**config.mk**
```make
export PLATFORM = sky130hd
export DESIGN_NAME = i2s_tx
export DESIGN_NICKNAME = d
export VERILOG_FILES = /design/src/rtl/i2s_tx.sv
export SDC_FILE = /design/constraint.sdc
export NUM_CORES = 1
export LEC_CHECK = 0
export BUFFER_PORTS_ARGS = -buffer_cell sky130_fd_sc_hd__buf_4
export CAP_MARGIN = 20
export CORE_MARGIN = 10
export CORE_UTILIZATION = 38
export CTS_CLUSTER_DIAMETER = 60
export DETAILED_ROUTE_END_ITERATION = 8
export HOLD_SLACK_MARGIN = 0.12
export MAX_ROUTING_LAYER = met4
export PLACE_DENSITY_LB_ADDON = 0.2
export SETUP_SLACK_MARGIN = 0.02
export SYNTH_ARGS = -nofsm -noshare
export SYNTH_HDL_FRONTEND = slang
export SYNTH_SLANG_ARGS = --single-unit
```
**constraint.sdc**
```tcl
create_clock -name clk -period 3.3 [get_ports clk]
set_input_delay 0.165 -clock clk [delete_from_list [all_inputs] [get_ports clk]]
set_output_delay 0.165 -clock clk [all_outputs]
set_load 0.1 [all_outputs]
```
**src/rtl/i2s_tx.sv**
```systemverilog
// I2S transmitter: divides clk into MCLK/SCLK/LRCLK and serializes left/right
// samples onto SDin, MSB first, with the I2S one-SCLK data delay.
module i2s_tx #(
   parameter int unsigned SMPL_W = 16,
   parameter int unsigned DATA_W = 24
) (
   input  logic              clk,
   input  logic              RST_n,
   input  logic [SMPL_W-1:0] lft_smpl,
   input  logic [SMPL_W-1:0] rht_smpl,
   input  logic              smpl_vld,
   output logic              smpl_rdy,
   output logic              MCLK,
   output logic              SCLK,
   output logic              LRCLK,
   output logic              SDin,
   output logic              frm_strt,
   output logic              underrun
);

   localparam int unsigned CNT_W  = 10;
   localparam int unsigned SLOT_W = 5;
   localparam int unsigned PAD_W  = DATA_W - SMPL_W;
   localparam logic [CNT_W-1:0]  CNT_RST  = 10'h200;
   localparam logic [CNT_W-1:0]  CNT_LOAD = 10'h3FF;
   localparam logic [SLOT_W-1:0] LAST_DATA_SLOT = SLOT_W'(DATA_W);

   logic [CNT_W-1:0]  cnt_q, cnt_d;
   logic [SMPL_W-1:0] hold_l_q, hold_l_d;
   logic [SMPL_W-1:0] hold_r_q, hold_r_d;
   logic              full_q, full_d;
   logic [DATA_W-1:0] shr_l_q, shr_l_d;
   logic [DATA_W-1:0] shr_r_q, shr_r_d;
   logic              sdin_q, sdin_d;
   logic              frm_strt_q, frm_strt_d;
   logic              underrun_q, underrun_d;

   logic              load;
   logic              accept;
   logic              bit_edge;
   logic [SLOT_W-1:0] slot_nxt;
   logic              half_r_nxt;
   logic              data_slot;

   function automatic logic [DATA_W-1:0] left_just(input logic [SMPL_W-1:0] s);
      return DATA_W'(s) << PAD_W;
   endfunction

   // Decode of the edge about to happen, based on the count it will produce
   always_comb begin
      cnt_d      = cnt_q + 10'd1;
      load       = (cnt_q == CNT_LOAD);
      accept     = smpl_vld & ~full_q;
      bit_edge   = (cnt_q[3:0] == 4'hF);
      slot_nxt   = cnt_d[8:4];
      half_r_nxt = cnt_d[9];
      data_slot  = (slot_nxt != '0) && (slot_nxt <= LAST_DATA_SLOT);
   end

   // Holding register: accepting a new pair wins over the clear caused by a load
   always_comb begin
      hold_l_d = hold_l_q;
      hold_r_d = hold_r_q;
      full_d   = full_q & ~load;
      if (accept) begin
         hold_l_d = lft_smpl;
         hold_r_d = rht_smpl;
         full_d   = 1'b1;
      end
   end

   // Frame load and per-slot shifting; loads always land on a slot-0 edge
   always_comb begin
      shr_l_d    = shr_l_q;
      shr_r_d    = shr_r_q;
      sdin_d     = sdin_q;
      frm_strt_d = load;
      underrun_d = load & ~full_q;
      if (load) begin
         shr_l_d = left_just(hold_l_q);
         shr_r_d = left_just(hold_r_q);
      end else if (bit_edge && data_slot) begin
         if (half_r_nxt) shr_r_d = {shr_r_q[DATA_W-2:0], 1'b0};
         else            shr_l_d = {shr_l_q[DATA_W-2:0], 1'b0};
      end
      if (bit_edge) begin
         if (data_slot) sdin_d = half_r_nxt ? shr_r_q[DATA_W-1] : shr_l_q[DATA_W-1];
         else           sdin_d = 1'b0;
      end
   end

   always_ff @(posedge clk or negedge RST_n) begin
      if (!RST_n) begin
         cnt_q      <= CNT_RST;
         hold_l_q   <= '0;
         hold_r_q   <= '0;
         full_q     <= 1'b0;
         shr_l_q    <= '0;
         shr_r_q    <= '0;
         sdin_q     <= 1'b0;
         frm_strt_q <= 1'b0;
         underrun_q <= 1'b0;
      end else begin
         cnt_q      <= cnt_d;
         hold_l_q   <= hold_l_d;
         hold_r_q   <= hold_r_d;
         full_q     <= full_d;
         shr_l_q    <= shr_l_d;
         shr_r_q    <= shr_r_d;
         sdin_q     <= sdin_d;
         frm_strt_q <= frm_strt_d;
         underrun_q <= underrun_d;
      end
   end

   assign MCLK     = cnt_q[1];
   assign SCLK     = cnt_q[3];
   assign LRCLK    = cnt_q[9];
   assign SDin     = sdin_q;
   assign smpl_rdy = ~full_q;
   assign frm_strt = frm_strt_q;
   assign underrun = underrun_q;

endmodule

```
-- Yosys cells after proc, flatten, opt, wreduce, memory -nomap -nowiden
Cells that the tools add are included.
- add/sub/neg operators: 1
- multiplexer cells: 9
- eq/ne operators: 3
- bitwise operators: 5
- reduce and logical (&&, ||, !) cells: 7
- $lt $le $gt $ge: 1
- operators with widths (operator ; number):
    $mux 24 ; 6
    $add 10x1->10 const B ; 1
    $eq 10x10->1 const B ; 1
    $le 5x5->1 const B ; 1
    $reduce_bool 5->1 ; 1
    $eq 4x4->1 const B ; 1
    $reduce_and 2->1 ; 2
    $reduce_bool 2->1 ; 2
    $and 1x1->1 ; 3
    $mux 1 ; 3
    $logic_and 1x1->1 ; 2
    $ne 2x1->1 const B ; 1
    $not 1->1 ; 2
- register bits: 94

-- Logic depth before layout (Yosys ltp)
Gate-level depths: netlist of the first run.
- word-level depth: 6
- depth in mapped cells: 9
- depth with buffers taken out: 7

-- Worst setup path after synthesis of the first run
OpenSTA, ideal clock, no wires.
- path type: flip-flop to flip-flop
- start point: register cnt_q[1]
- end point: register shr_r_q[16]
- clock period less this slack: 2732 ps
- buffers on the path: 2
- slack: 568 ps
- library setup time: 126 ps
- data arrival time: 2607 ps
- stages on the path, launching flop included: 10
- cell sequence: dfrtp_1 -> ha_1 -> buf_6 -> and4_4 -> nand3_2 -> or3_4 -> and4_4 -> buf_12 -> a31oi_1 -> a21oi_1
- cells in the longest elaborated chain, start to end: 6
- elaborated cells between the ends (all ways): 11
- ends and longest elaborated chain (element ; RTL line ; RTL):
    from (decl) ; 28 ; logic [CNT_W-1:0] cnt_q, cnt_d;
    from (signal assigned) ; 104 ; cnt_q <= cnt_d;
    $add 10x1->10 ; 51 ; cnt_d = cnt_q + 10'd1;
    $le 5x5->1 or $reduce_bool 5->1 (tied branches) ; 57 ; data_slot = (slot_nxt != '0) && (slot_nxt <= LAST_DATA_SLOT);
    $logic_and 1x1->1 ; 57 ;
    $logic_and 1x1->1 ; 82 ; end else if (bit_edge && data_slot) begin
    $reduce_bool 2->1 (no source line) ; n/a ;
    $reduce_and 2->1 (no source line) ; n/a ;
    to (signal assigned) ; 109 ; shr_r_q <= shr_r_d;
    to (decl) ; 33 ; logic [DATA_W-1:0] shr_r_q, shr_r_d;
Parallel ways exist; a longest one is shown, timed or not.
A chain may end at the register's enable or synchronous reset.

-- Final worst setup path of the first run
- start point: register cnt_q[0]
- end point: register shr_r_q[9]
The elaborated chain is that of the path after synthesis.

==> results of run 1 <==
logic make-up (layout without fill, tap and decap cells):
group / count (synthesis) / after routing / share of synthesized area (%)
AOI/OAI and AO/OA: 97 / 97 / 16.6
xor gates and xnor gates: 8 / 8 / 2.18
adders and majority gates: 1 / 1 / 0.351
buffers and inverters: 30 / 98 / 5.51
DFF: 78 / 78 / 54.8
muxes: 33 / 33 / 10.4
and+or+nand+nor: 66 / 66 / 10.2
timing repair:
item	in CTS	in global routing
endpoints found under the hold margin	109	0
hold buffers	33	0
buffers inserted	0	0
cells in the final DEF (no fill, tap or decap), types with 2 or more instances in the layout:
cell type / n
clkbuf_8: 11
clkbuf_1: 2
o21ai_1: 6
a31oi_1: 30
nand3_1: 2
inv_1: 3
and2_4: 2
and4_4: 2
xor2_1: 2
dlygate4sd3_1: 33
nand3_2: 5
mux2_2: 32
nor2_1: 35
buf_4: 44
a21oi_1: 27
xnor2_1: 5
and3_2: 2
o21ai_0: 27
bufinv_16: 3
dfrtp_1: 77
nand2_1: 9
worst reg2reg max path: stages, from the launching register on:
cell and delay, ns:
dfrtp_1 0.40, ha_1 0.36, and4_4 0.32, nand3_2 0.10, or3_4 0.35, nand4_2 0.08
buf_4 0.31, o21ai_0 0.13, a31oi_1 0.19
stage by stage:
stage,area (um2),instances,total power [mW]
after detailed placement,3860,442,1.43
after global placement,3860,442,1.42
after global routing,4460,492,2.44
after floorplan,3560,313,1.33
final,4460,492,2.32
after CTS,4440,491,2.35
final timing paths:
| path | startpoint | end | slack (ns) | cells after the start |
|---|---|---|---|---|
| max in group asynchronous | RST_n | cnt_q[9]$_DFF_PN1_ | 2.34 | 3 |
| setup / recovery | cnt_q[0]$_DFF_PN0_ | shr_r_q[9]$_DFFE_PN0P_ | 0.98 | 8 |
| hold reg to reg | cnt_q[0]$_DFF_PN0_ | cnt_q[0]$_DFF_PN0_ | 0.49 | 1 |
| setup reg to reg | cnt_q[0]$_DFF_PN0_ | shr_r_q[9]$_DFFE_PN0P_ | 0.98 | 8 |
| hold / removal | RST_n | cnt_q[2]$_DFF_PN0_ | 0.33 | 2 |
| min in group clk | smpl_vld | full_q$_DFF_PN0_ | 0.41 | 3 |
area by class of cell:
class	instances	area (um2)	share of cell area, %
Inverter	4	16.3	0.365
Timing Repair Buffer	78	681	15.3
Multi-Input combinational cell	205	1420	31.9
Tap cell	111	139	3.12
Sequential cell	78	1950	43.8
Clock inverter	3	90.1	2.02
Clock buffer	13	159	3.56
routing by layer:
metal / vias to the layer above / wire length [um] / share of wire (%)
met5: - / 0 / 0
met4: 0 / 86 / 1.2
li1: 1241 / - / -
met1: 1281 / 3630 / 49
met3: 6 / 294 / 3.9
met2: 47 / 3450 / 46
power by group:
group          total [mW]  switching, mW  internal [mW]  leakage, nW
clock               0.880          0.335          0.545        0.124
combinational       0.247         0.0769          0.170        0.826
sequential           1.19         0.0852           1.11        0.996
sequential cells by signal, indices dropped and copies added, names as in the netlist:
register	flops
shr_l_q	16
frm_strt	1
full_q	1
hold_l_q	16
hold_r_q	16
cnt_q	10
underrun	1
SDin	1
shr_r_q	16
==> metrics.md, run 1 <==
| Metric | Value |
|---|---|
| Area leader, netlist | `dfrtp_1` |
| DRC Markers | `0` |
| Antenna-violating nets left | `0` |
| Clock sink count | `78` |
| Register area share after synthesis | `between 50 and 60%` |
| DIE AREA | `around 14000 um2` |
| H-tree levels | `3` |
| Via density | `approximately 5.2` |
| CP arrival | `roughly 2.6 ns` |
| DP HPWL | `around 4.5 mm` |
| Unrepaired setup endpoints after global routing | `no` |
| Pwr dens | `between 500 and 600 nW/um2` |
| Dpl ws | `between 0.9 and 1 ns` |
| GRT met2 Usage | `roughly a fifth` |
| # IOs | `between 40 and 50` |
| Die Span Y | `roughly 120 um` |
| Routed via count | `between 2k and 3k` |
| MaxCap Viol Count | `0` |
| Synth top area share | `a little over half` |
| Skew final | `0.00984 ns` |
| Synthesis-stage register bit count | `between 70 and 80` |
| Status | `completed` |
| Count leader, synth | `dfrtp_1` |
| Area Growth Syn to Fin | `25.1%` |
| GRT Overall Usage | `around an eighth` |
| Buf+Inv Stages, Crit Path | `1` |
| Crit-path slowest cell | `dfrtp_1` |
| Post-synth EDFFs | `0` |
| Clk slew on worst S/H paths | `roughly 0.070 ns` |
| Worst path cell trace | `ha_1, and4_4, nand3_2, or3_4, nand4_2, buf_4, o21ai_0, a31oi_1` |
| Post-route setup TNS | `0 ns` |
| Netlist cell types | `42` |
| Antenna violations before repair | `0` |
| Final setup violation count | `0` |
| Max stage delay on crit path | `0.40 ns` |
| Port Buf Inserts | `between 40 and 50` |
| Slew Viols, Final | `0` |
| Min cycle time layout | `~2.3 ns` |
| Ys async rst share | `100%` |
| Period Utilization, post-route | `just over 70%` |
| Vias in the first global route | `around 2.7k` |
| Least-Margin Pin Slew | `between 0.9 and 1 ns` |
| Setup ws final | `around 0.98 ns` |
| Commonest cells post-synth | `77 x dfrtp_1, 35 x nor2_1, 32 x mux2_2` |
| Die width | `117 um` |
| Largest net degree at the start of global routing | `79` |
| Hold Fails Final Rpt | `0` |
| Max VDD drop | `238 uV` |
| Wire length of the first global-routing pass | `between 10 and 15 mm` |
| Syn Nets | `between 300 and 400` |
| Maximum clock insertion buffer count | `2` |
| Setup crit end kind | `flop` |
| CTS Buf Count | `9` |
| Worst Hold Class | `in -> async` |
| Later-pin clock latency in the skew report | `0.35 ns` |
| Busiest layer in global routing | `met2` |
| Share of layout cells above drive strength 1 | `a little under a third` |
| CORE AREA | `approximately 9000 um2` |
| TritonCTS clock tree | `yes` |
| # fillers | `between 800 and 900` |
| Crit path kind | `reg -> reg` |
| Worst hold slack | `roughly 0.33 ns` |
| RePlAce Congestion | `around 0.8` |
| Met3 Use GR | `roughly 3.4%` |
| Total gr overflow | `0` |
| Cells after synthesis | `between 300 and 400` |
| Root Driver | `clkbuf_8` |
| Syn Area/Cell | `11.4 um2` |
| Std-Cell Rows | `35` |
| Utilization after layout | `48.5%` |
| Slew headroom | `about 38%` |
| Worst EP required | `between 3 and 4 ns` |
| TritonRoute pass-1 iters | `4` |
| Mapped Area | `about 3600 um2` |
| CP delay by family, top | `simple AND/OR/NAND/NOR gates` |
| WL final | `roughly 7.5 mm` |
| Initial Utilization | `around two fifths` |
| Maximum clock frequency | `430 MHz` |
| CP max FO | `33` |
| Top post-synthesis cells by area | `dfrtp_1 54%, mux2_2 10%, a31oi_1 5.3%, a21oi_1 3.8%, o21ai_0 3.8%` |
| DRT iter0 DRCs | `200` |
| CTS resizes | `0` |
| Synth warn | `0` |
| Antenna fix cells | `0` |
| Top FF cell, synth | `dfrtp_1` |
| Met1 Use GR | `around 15%` |
| Per-cell routed wire length | `~15 um` |
| Startpoint types | `flop` |
| Final-stage net count | `around 400` |
| P_leak | `1.95 nW` |
Note: power is estimated with default switching activity, not from simulation.
==> run 2, diff against run 1 <==
==> constraint.sdc (replaced) <==
create_clock -name clk -period 2.4 [get_ports clk]
set_input_delay 0.12 -clock clk [delete_from_list [all_inputs] [get_ports clk]]
set_output_delay 0.12 -clock clk [all_outputs]
set_load 0.1 [all_outputs]
==> run 2 against run 1 <==
  * Wire length grew 1.7%
  * Maximum frequency up 4.4%
  * Highest routed layer unchanged
  * Sequential power rose by 38%
  * Die area stayed put
  * Combinational power grew 37%
  * Clock skew shrank 0.0014 ns
  * Worst hold slack worse by 0.015 ns
  * Count of clock-buffer cells in the layout is 1 lower
  * Clock power increased by 6.6%
  * First-iteration DRC count decreased by 24%
  * Register-to-register slack worse by 0.80 ns
==> metrics.md, run 2 (synthesis gave the netlist of run 1 again) <==
| Metric | Value |
|---|---|
| Clk slew on worst S/H paths | `0.08 ns (about the same)` |
| Wl on met1 | `3.64 mm (+0.28%)` |
| Startpoint types | `flop` |
| Skew final | `0.00839 ns (-0.00145 ns)` |
| Met2 Wirelength | `3.53 mm (+2.4%)` |
| Vias in the first global route | `2730 (-0.11%)` |
| Post-route setup TNS | `0 ns (unchanged)` |
| Via density | `5.14 (-1.8%)` |
| Clock sink count | `78 (unchanged)` |
| Worst EP required | `2.66 ns (-0.90 ns)` |
| Area Growth Syn to Fin | `25.5%` |
| Postcts setup bufs | `0 (unchanged)` |
| Maximum clock frequency | `449 MHz (+4.4%)` |
| Setup crit end kind | `flop` |
| Maximum clock insertion buffer count | `2 (unchanged)` |
| Largest net degree at the start of global routing | `45 (-43%)` |
| CORE AREA | `9200 um2 (unchanged)` |
| # IOs | `42 (unchanged)` |
| Max VDD drop | `335 uV (+41%)` |
| CTS Buf Count | `9 (unchanged)` |
| CTS resizes | `0 (unchanged)` |
| Top layer in use | `met4` |
| DRC Markers | `0 (unchanged)` |
| Min cycle time layout | `2.23 ns (-0.0977 ns)` |
| CP arrival | `2.49 ns (-0.10 ns)` |
| Unrepaired setup endpoints after global routing | `no` |
| Comb pwr share | `11.6% (+1.0 points)` |
| Per-cell routed wire length | `15.1 um (-0.15%)` |
| Crit path kind | `reg -> reg` |
| CP startpoint | `cnt_q[1]$_DFF_PN0_` |
| Antenna violations before repair | `0 (unchanged)` |
| Clock power frac | `32.2% (-5.7 points)` |
| Crit path to | `shr_l_q[10]$_DFFE_PN0P_` |
| P_leak | `1.96 nW (+0.59%)` |
| MaxCap Viol Count | `0 (unchanged)` |
| Antenna fix cells | `0 (unchanged)` |
| DP HPWL | `4.82 mm (+7.1%)` |
| Initial Utilization | `38.7% (unchanged)` |
| Worst Hold Class | `in -> async` |
| Met3 WL | `332 um (+13%)` |
| TritonRoute pass-1 iters | `4 (unchanged)` |
| Die width | `117 um (unchanged)` |
| Net Sw Power | `697 uW (+40%)` |
| Later-pin clock latency in the skew report | `0.34 ns (about the same)` |
| Share of layout cells above drive strength 1 | `32.8% (+2.6 points)` |
| Std-Cell Rows | `35 (unchanged)` |
| GRT Overall Usage | `12.2% (+0.18 points)` |
| TritonCTS clock tree | `yes` |
| DIE AREA | `13600 um2 (unchanged)` |
| Commonest non-fill, non-tap cell in the layout | `dfrtp_1` |
| Reg-to-Reg End | `shr_l_q[10]$_DFFE_PN0P_` |
| Total power | `2.91 mW (+26%)` |
| Least-Margin Pin Slew | `0.574 ns (-0.358 ns)` |
| Sequential Power Share | `56.2% (+4.8 points)` |
| Sw Ratio | `23.9% (+2.5 points)` |
| Routed via count | `2574 (-0.039%)` |
| CP max FO | `30 (-9.1%)` |
| Reg2Reg Depth | `6 (-2)` |
| WL final | `7.58 mm (+1.7%)` |
| H-tree levels | `3 (unchanged)` |
| Crit Reg-Reg Startpoint | `cnt_q[1]$_DFF_PN0_` |
| Root Driver | `clkbuf_8` |
| Finished Layout Cells | `501 (+1.8%)` |
| Status | `completed` |
| DRT iter0 DRCs | `152 (-24%)` |
| Final-stage net count | `421 (+2.2%)` |
| Cell-internal power | `2.22 mW (+22%)` |
| FF-to-FF setup slack | `0.17 ns (-0.80 ns)` |
| Slew Viols, Final | `0 (unchanged)` |
| RePlAce Congestion | `0.828 (+3.6%)` |
| Total gr overflow | `0 (unchanged)` |
| Wire length of the first global-routing pass | `13.1 mm (+1.1%)` |
| Slew headroom | `61.8% (+24 points)` |
| Utilization after layout | `48.6% (+0.14 points)` |
| Port Buf Inserts | `41 (unchanged)` |
| Hold Fails Final Rpt | `0 (unchanged)` |
| Period Utilization, post-route | `92.8% (+22 points)` |
| Most frequent cells in the layout | `75 x dfrtp_1, 53 x buf_4, 35 x nor2_1, 33 x dlygate4sd3_1, 32 x mux2_2` |
| Final setup violation count | `0 (unchanged)` |
| Die Span Y | `117 um (unchanged)` |
| Placed cells | `452 (+2.3%)` |
| Antenna-violating nets left | `0 (unchanged)` |
| Pwr dens | `652 nW/um2 (+25%)` |
-- run 2: worst max-delay path, stage by stage, from the launching register on --
cell and delay (ns):
dfrtp_4 0.50, ha_1 0.27, and3_2 0.24, o311ai_4 0.30, and4_4 0.52, a31oi_1 0.14, a21oi_1 0.18
-- run 2: layout make-up --
type / count / area (um2)
fill: 868 / 4730
sequential: 78 / 1960
multi-input combinational: 205 / 1420
timing repair buffer: 87 / 748
clock buffer: 12 / 165
tap: 111 / 139
clock inverter: 4 / 28.8
inverter: 4 / 16.3
-- run 2: what timing repair did --
| action | 4_1_cts | 5_1_grt |
|---|---|---|
| hold buffers | 33 | 0 |
| endpoints found under the hold margin | 73 | 0 |
| setup endpoints to repair | 0 | 0 |
-- run 2: power by group through the flow --
stage               registers, mW  clock network, mW  logic [mW]
finish                       1.64              0.938       0.339
global route                 1.66               1.04       0.377
CTS                          1.64              0.974       0.347
detailed placement           1.67                  0       0.302
global placement             1.66                  0       0.293
floorplan                    1.62                  0       0.212
-- run 2: routing by layer --
layer	vias up	track usage, %
met1	1251	15.6
met3	7	3.62
met2	56	18.6
li1	1260	-
met5	-	-
met4	0	3.21
-- run 2: worst min-delay path by stage --
stage / from / to / slack [ns] / cells after the start
CTS: RST_n / cnt_q[2]$_DFF_PN0_ / 0.33 / 2
floorplan: RST_n / SDin$_DFFE_PN0P_ / -0.18 / 0
global placement: RST_n / cnt_q[2]$_DFF_PN0_ / 0.16 / 1
global route: RST_n / cnt_q[7]$_DFF_PN0_ / 0.34 / 2
detailed placement: RST_n / cnt_q[2]$_DFF_PN0_ / 0.16 / 1
finish: RST_n / cnt_q[2]$_DFF_PN0_ / 0.31 / 2
-- run 2: stage by stage --
step	instance area [um2]	worst slack, ns	hold slack [ns]
final	4470	0.173	0.314
after detailed placement	3950	0.190	0.161
after CTS	4470	0.170	0.332
after global placement	3950	0.217	0.160
after floorplan	3570	0.0863	-0.176
after global routing	4470	0.0211	0.340
